<file path="config.mk">
export PLATFORM = sky130hd
export DESIGN_NAME = keypad_scan
export DESIGN_NICKNAME = d
export VERILOG_FILES = /design/src/rtl/keypad_scan.sv
export SDC_FILE = /design/constraint.sdc
export NUM_CORES = 1
export LEC_CHECK = 0
export BUFFER_PORTS_ARGS = -buffer_cell sky130_fd_sc_hd__buf_4
export CORE_MARGIN = 8
export CORE_UTILIZATION = 40
export CTS_CLUSTER_SIZE = 8
export DETAILED_ROUTE_END_ITERATION = 12
export SETUP_SLACK_MARGIN = 0.3
export SLEW_MARGIN = 20
export SYNTH_ARGS = -nofsm -noshare
export SYNTH_HDL_FRONTEND = slang
export SYNTH_SLANG_ARGS = --single-unit
export TNS_END_PERCENT = 30
</file>
<file path="constraint.sdc">
create_clock -name clk -period 4.6 [get_ports clk]
set_input_delay 0.92 -clock clk [delete_from_list [all_inputs] [get_ports clk]]
set_output_delay 0.92 -clock clk [all_outputs]
set_load 0.1 [all_outputs]
</file>
<file path="src/rtl/keypad_scan.sv">
// 4x4 matrix keypad scanner: row strobe, frame decode, debounce FSM, valid/ack hold buffer.
// Define KEYPAD_REPEAT_EN to re-emit a held key every REPEAT_FRAMES frames.
//
// state    | meaning
// IDLE     | no key accepted; waiting for a single-key frame
// DEBOUNCE | candidate key seen in cnt consecutive frames
// PRESSED  | key accepted and reported; cnt counts release frames
module keypad_scan #(
  parameter int SCAN_DIV      = 1000,
  parameter int DEB_CNT       = 8,
  parameter int REPEAT_FRAMES = 64
) (
  input  logic       clk,
  input  logic       reset,
  input  logic [3:0] col_in,
  output logic [3:0] row_out,
  output logic [3:0] key_code,
  output logic       key_valid,
  input  logic       key_ack,
  output logic       key_down,
  output logic       overrun
);

  localparam int DW = (SCAN_DIV > 2) ? $clog2(SCAN_DIV) : 1;

  if (SCAN_DIV < 2 || DEB_CNT < 1 || DEB_CNT > 255 || REPEAT_FRAMES < 1) begin : g_bad_param
    $error("keypad_scan: parameter out of range");
  end

  typedef enum logic [1:0] {IDLE, DEBOUNCE, PRESSED} state_t;

  state_t        state, state_n;
  logic [3:0]    col_s1, col_s2;
  logic [DW-1:0] div_cnt;
  logic [1:0]    row_idx;
  logic          tick, frame_end;
  logic [3:0]    low;
  logic          any_low, one_low;
  logic [1:0]    col_idx;
  logic          acc_hit, acc_multi;
  logic [3:0]    acc_code;
  logic          f_hit, f_multi, single;
  logic [3:0]    f_code;
  logic [7:0]    cnt, cnt_n;
  logic [3:0]    cand, cand_n;
  logic          emit;

  // Columns idle high, so the synchronizer resets to "no key".
  always_ff @(posedge clk or negedge reset) begin
    if (!reset) begin
      col_s1 <= 4'hF;
      col_s2 <= 4'hF;
    end else begin
      col_s1 <= col_in;
      col_s2 <= col_s1;
    end
  end

  assign tick      = (div_cnt == DW'(SCAN_DIV - 1));
  assign frame_end = tick && (row_idx == 2'd3);
  assign row_out   = ~(4'b0001 << row_idx);

  always_ff @(posedge clk or negedge reset) begin
    if (!reset) begin
      div_cnt <= '0;
      row_idx <= 2'd0;
    end else if (tick) begin
      div_cnt <= '0;
      row_idx <= row_idx + 2'd1;
    end else begin
      div_cnt <= div_cnt + DW'(1);
    end
  end

  assign low     = ~col_s2;
  assign any_low = (low != 4'd0);
  assign one_low = any_low && ((low & (low - 4'd1)) == 4'd0);

  always_comb begin
    col_idx = 2'd0;
    if (low[1]) col_idx = 2'd1;
    if (low[2]) col_idx = 2'd2;
    if (low[3]) col_idx = 2'd3;
  end

  // Frame summary including the sample taken this clock.
  assign f_hit   = acc_hit | any_low;
  assign f_multi = acc_multi | (any_low & ~one_low) | (acc_hit & any_low);
  assign f_code  = acc_hit ? acc_code : {row_idx, col_idx};
  assign single  = f_hit & ~f_multi;

  always_ff @(posedge clk or negedge reset) begin
    if (!reset) begin
      acc_hit   <= 1'b0;
      acc_multi <= 1'b0;
      acc_code  <= 4'd0;
    end else if (tick) begin
      if (row_idx == 2'd3) begin
        acc_hit   <= 1'b0;
        acc_multi <= 1'b0;
        acc_code  <= 4'd0;
      end else begin
        acc_hit   <= f_hit;
        acc_multi <= f_multi;
        acc_code  <= f_code;
      end
    end
  end

`ifdef KEYPAD_REPEAT_EN
  localparam int RW = $clog2(REPEAT_FRAMES + 1);
  logic [RW-1:0] rep_cnt, rep_cnt_n;
`endif

  always_ff @(posedge clk or negedge reset) begin
    if (!reset) begin
      state <= IDLE;
      cnt   <= 8'd0;
      cand  <= 4'd0;
`ifdef KEYPAD_REPEAT_EN
      rep_cnt <= '0;
`endif
    end else begin
      state <= state_n;
      cnt   <= cnt_n;
      cand  <= cand_n;
`ifdef KEYPAD_REPEAT_EN
      rep_cnt <= rep_cnt_n;
`endif
    end
  end

  always_comb begin
    state_n = state;
    cnt_n   = cnt;
    cand_n  = cand;
    emit    = 1'b0;
`ifdef KEYPAD_REPEAT_EN
    rep_cnt_n = rep_cnt;
`endif
    if (frame_end) begin
      case (state)
        IDLE: begin
          if (single) begin
            cand_n = f_code;
            if (DEB_CNT == 1) begin
              emit    = 1'b1;
              state_n = PRESSED;
              cnt_n   = 8'd0;
`ifdef KEYPAD_REPEAT_EN
              rep_cnt_n = '0;
`endif
            end else begin
              state_n = DEBOUNCE;
              cnt_n   = 8'd1;
            end
          end
        end
        DEBOUNCE: begin
          if (single && f_code == cand) begin
            cnt_n = cnt + 8'd1;
            if (cnt + 8'd1 == 8'(DEB_CNT)) begin
              emit    = 1'b1;
              state_n = PRESSED;
              cnt_n   = 8'd0;
`ifdef KEYPAD_REPEAT_EN
              rep_cnt_n = '0;
`endif
            end
          end else begin
            state_n = IDLE;
            cnt_n   = 8'd0;
          end
        end
        PRESSED: begin
          if (single) begin
            cnt_n = 8'd0;
`ifdef KEYPAD_REPEAT_EN
            if (f_code == cand) begin
              rep_cnt_n = rep_cnt + RW'(1);
              if (rep_cnt + RW'(1) == RW'(REPEAT_FRAMES)) begin
                emit      = 1'b1;
                rep_cnt_n = '0;
              end
            end else begin
              rep_cnt_n = '0;
            end
`endif
          end else begin
            cnt_n = cnt + 8'd1;
`ifdef KEYPAD_REPEAT_EN
            rep_cnt_n = '0;
`endif
            if (cnt + 8'd1 == 8'(DEB_CNT)) begin
              state_n = IDLE;
              cnt_n   = 8'd0;
            end
          end
        end
        default: begin
          state_n = IDLE;
          cnt_n   = 8'd0;
        end
      endcase
    end
  end

  assign key_down = (state == PRESSED);

  always_ff @(posedge clk or negedge reset) begin
    if (!reset) begin
      key_code  <= 4'd0;
      key_valid <= 1'b0;
      overrun   <= 1'b0;
    end else if (emit) begin
      if (!key_valid || key_ack) begin
        key_code  <= cand_n;
        key_valid <= 1'b1;
        if (key_valid) overrun <= 1'b0;
      end else begin
        overrun <= 1'b1;
      end
    end else if (key_ack && key_valid) begin
      key_valid <= 1'b0;
      overrun   <= 1'b0;
    end
  end

endmodule

</file>
; ---- Word-level counts from Yosys, hierarchy flattened
; Index checks and enable logic that the tools add are counted.
; W data, S select, Z words.
[totals]
ff_bits = 46
input_bits = 7
out_inout_bits = 11
wordCells = 88
[classes]
add_sub_neg = 4
eq_ne = 12
n_shift = 1
n_mux = 32
bitwise = 11
reduce_logical = 15
[ops]
columns = cell, count
row1 = $mux W8, 4
row2 = $pmux W8 S3, 1
row3 = $mux W4, 5
row4 = $mux W2, 7
row5 = $mux W1, 13
row6 = $add A10 B1 Y10 const B, 1
row7 = $eq A10 B10 Y1 const B, 1
row8 = $mux W10, 1
row9 = $add A8 B1 Y8 const B, 1
row10 = $eq A8 B4 Y1 const B, 1
row11 = $not A4 Y4, 2
row12 = $reduce_and A2 Y1, 4
row13 = $ne A3 B3 Y1 const B, 2
row14 = $pmux W2 S3, 1
row15 = $reduce_and A5 Y1, 1
row16 = $and A4 B4 Y4, 1
row17 = $eq A2 B2 Y1 const B, 2
row18 = $eq A4 B4 Y1, 1
row19 = $logic_and A1 B1 Y1, 4
row20 = $logic_not A4 Y1, 1
row21 = $ne A2 B1 Y1 const B, 2
row22 = $ne A2 B2 Y1 const B, 2
row23 = $reduce_bool A4 Y1, 1
row24 = $shl A1 B2 Y4 const A, 1
row25 = 10 further kinds, 15

; ---- Longest topological paths before layout
[depth]
word_depth = 17
depth_mapped = 8
ltp_nobuf = 7

; ---- Worst setup path after synthesis
; Ideal clock, no wire load.
[synth_path]
path_kind = reg-to-output
from = register state[1]
to = output key_down
arrival_ns = 1.724
setup_slack_ns = 1.956
stages_incl_launch_ff = 3
path_buffers = 0
path_cell_list = dfrtp_1 inv_1 nor2_1
[synth_via]
elab_chain_cells = 1
[synth_lines]
columns = element, line
row1 = from (decl), 32  ; state_t state, state_n;
row2 = from (signal assigned), 124  ; state <= state_n;
row3 = $eq A2 B2 Y1, 208  ; assign key_down = (state == PRESSED);
row4 = to (decl), 20  ; output logic key_down,
; Every way passes these cells.

; ---- Worst setup path in the final report
[layout_path]
from = register div_cnt[0]
to = register cnt[3]
[layout_via]
elab_chain_cells = 3
[layout_lines]
columns = element, line
row1 = from (decl), 34  ; logic [DW-1:0] div_cnt;
row2 = from (signal assigned), 71  ; div_cnt <= div_cnt + DW'(1);
row3 = $eq A10 B10 Y1, 59  ; assign tick = (div_cnt == DW'(SCAN_DIV - 1));
row4 = $logic_and A1 B1 Y1, 60  ; assign frame_end = tick && (row_idx == 2'd3);
row5 = $reduce_and A2 Y1 (no source line), n/a
row6 = to (signal assigned), 125  ; cnt <= cnt_n;
row7 = to (decl), 44  ; logic [7:0] cnt, cnt_n;
; Every way passes these cells.
; A chain may end at the register's enable or synchronous reset.

==> results.cfg <==
[synth]
syn_area_um2 = 2400
ys.flop_type = dfrtp_1
async_flop_share_pct = 100
ys_seq_area_share_pct = 48.4
yosysUniqueCellTypes = 58
syn_inst = 219
syn_area_per_cell_um2 = 11.0
ys_warn_count = 0
synth_fp_nets = 232
synth_edf_count = 0
synth.largest_area_cell = dfrtp_1
ys_seq_elements = 46
yosys-top-cells-area = dfrtp_1 (40%), dfstp_2 (8.8%), mux2_2 (3.8%)
synth_top_area_share_pct = 39.6

[cts]
clockRootBuffer = clkbuf_8
cts_resized = 0
cts_tree = built
h-tree-depth = 2
cts_max_path_buffers = 2
cts_made_buffers = 5
clk_transition_reported_paths_ns = 0.09
clk_latency_ns = 0.30
ctsHoldBuffers = 0
clock_sinks = 46
post-cts-setup-buffers = 0

[detailed_routing]
top_layer_used = met4
wl_um = 4490
num_vias = 1657
ant_nets = 0
drt_iter0_drc = 88
wl_met3_um = 191
dr_wl_met2_um = 1950
viasPerCell = 5.26
drtPass1Iterations = 4
wl_per_cell_um = 14.2
met1_length_um = 2290
drc = 0

[sta]
rsz0062_at_grt = no
tightest_slew_ns = 0.638
setup_violations = 0
finalCriticalPeriod_ns = 2.57
clock.fmax_ghz = 0.389
post-route-period-util_pct = 55.8
report.final.slew_viol_count = 0
fin_skew_ns = 0.0131
hold_viol_final = 0
max_slew_margin_pct = 57.1
fin_tns_setup_ns = 0

[floorplanning]
ioPinCount = 18
core-area_um2 = 5850
start_util_pct = 41.0
die-height_um = 93.5
die_area_um2 = 8740
dieWidth_um = 93.5
rows = 28

[min_path]
min_path_type = reg -> reg

[layout]
mostFrequentLayoutCell = dfrtp_1
nets = 252
stdcell_area_um2 = 2690
nFillCells = 569
final_cell_mix = dfrtp_1 (38), nor2_1 (19), buf_4 (18)
num_antenna_cells = 0
syn_to_final_growth_pct = 12.1
layout.cells.non_filler = 315
drive_gt1_share_pct = 24.2

[pwr]
p_total_mw = 0.685
clkPwrFrac_pct = 36.4
p_seq_share_pct = 60.4
p_sw_share_pct = 23.4
power.leakage_nw = 1.20
intPower_mw = 0.525
power_switching_mw = 0.160
vdd_ir_drop_max_mv = 0.146
powerDensity_nw_per_um2 = 255
p_comb_share_pct = 3.3

[run_status]
outcome = finished, final reports clean

[placement]
placed_area_um2 = 2600
portBuffers = 17
gp_congestion = 0.755
placed_cells = 307
dpl.hpwl_um = 3200

[critical_path]
crit_path_end_kind = flop
path_max_fanout = 14
worstPathRequired_ns = 4.84
worstSetupPathType = reg -> reg
setup.worst_path.start_class = flop
arrival_ns = 2.81

[grt]
gr-total-overflow = 0
grt_pass1_vias = 1624
grt_max_degree = 47
grt_first_pass_wirelength_um = 7910
grt_usage_pct = 11.2
antenna_found_initial = 0

[flow_run]
maxCapViolations = 0
layer usage:
metal,GRT usage [%],vias to the layer above
met5,0,-
met2,16.2,24
met1,15.3,795
met3,3.37,6
met4,4.03,0
li1,-,832
stage by stage:
| stage | utilization [%] | hold slack, ns | worst slack (ns) |
|---|---|---|---|
| 6_report | 46.0 | 0.358 | 2.03 |
| 5_1_grt | 46.0 | 0.365 | 1.83 |
| 4_1_cts | 46.0 | 0.359 | 2.01 |
| 3_5_place_dp | 44.5 | 0.347 | 2.01 |
| 3_3_place_gp | 44.5 | 0.346 | 2.09 |
| 2_1_floorplan | - | 0.345 | 1.96 |
power by group through the flow:
stage          logic [mW]  registers (mW)  clock network, mW
2_1_floorplan      0.0112           0.421                  0
3_5_place_dp       0.0236           0.421                  0
3_3_place_gp       0.0233           0.422                  0
6_report           0.0225           0.414              0.249
4_1_cts            0.0235           0.414              0.259
5_1_grt            0.0264           0.414              0.280
sequential cells by signal, summed over array words and instances, names as in the netlist:
signal and cells:
row_idx 2, div_cnt 10, key_valid 1, state 2, acc_hit 1, col_s2 4
overrun 1, col_s1 4, acc_multi 1, key_code 4, cnt 8, cand 4
acc_code 4
worst paths after layout:
check,start,to,slack (ns),cells past startpoint
min,col_s1[1],col_s2[1],0.36,0
min reg2reg,col_s1[1],col_s2[1],0.36,0
min in group asynchronous,reset,acc_code[3],0.61,1
max reg2reg,div_cnt[0],cnt[3],2.03,6
max in group asynchronous,reset,col_s2[3],3.60,1
max,div_cnt[0],cnt[3],2.03,6
kinds of logic (layout without fill, tap and decap cells):
family          after synthesis  count (layout)  synth area share, %
fa+ha+maj                     6               6                 3.13
buf+inv                      17              38                 3.02
simple gates                 83              83                 21.1
compound gates               45              45                 14.9
mux                          12              12                 5.89
xor+xnor                     10              10                 3.65
flops                        46              46                 48.4
layout make-up:
cell class              instances  area, um^2  share of cell area (%)
clock inverters                 3        21.3                   0.790
clock buffers                   5        68.8                    2.56
inverters                      12        45.0                    1.67
multi-input cells             156        1170                    43.4
flip-flops and latches         46        1160                    43.1
well taps                      75        93.8                    3.49
repair buffers                 18         135                    5.02
worst max-delay path, stage by stage (launching register included):
cell      delay [ns]
dfrtp_1         0.41
ha_1            0.24
nand4b_1        0.18
nor4_1          0.58
o31a_1          0.53
nor3b_2         0.38
a22o_1          0.20
synthesized netlist by cell type, drive strengths merged (3+ instances only):
library cell	count
dfrtp	38
nor2	19
inv	12
nand2	12
mux2	11
nand3	10
o21ai	10
dfstp	8
a22o	7
nor2b	7
nor3	7
ha	6
o31ai	6
and3	5
xnor2	5
xor2	5
a31oi	3
buf	3
nand2b	3
nand4	3
nor3b	3
nor4	3
or2	3
No activity file was read; power rests on OpenSTA's default activity.
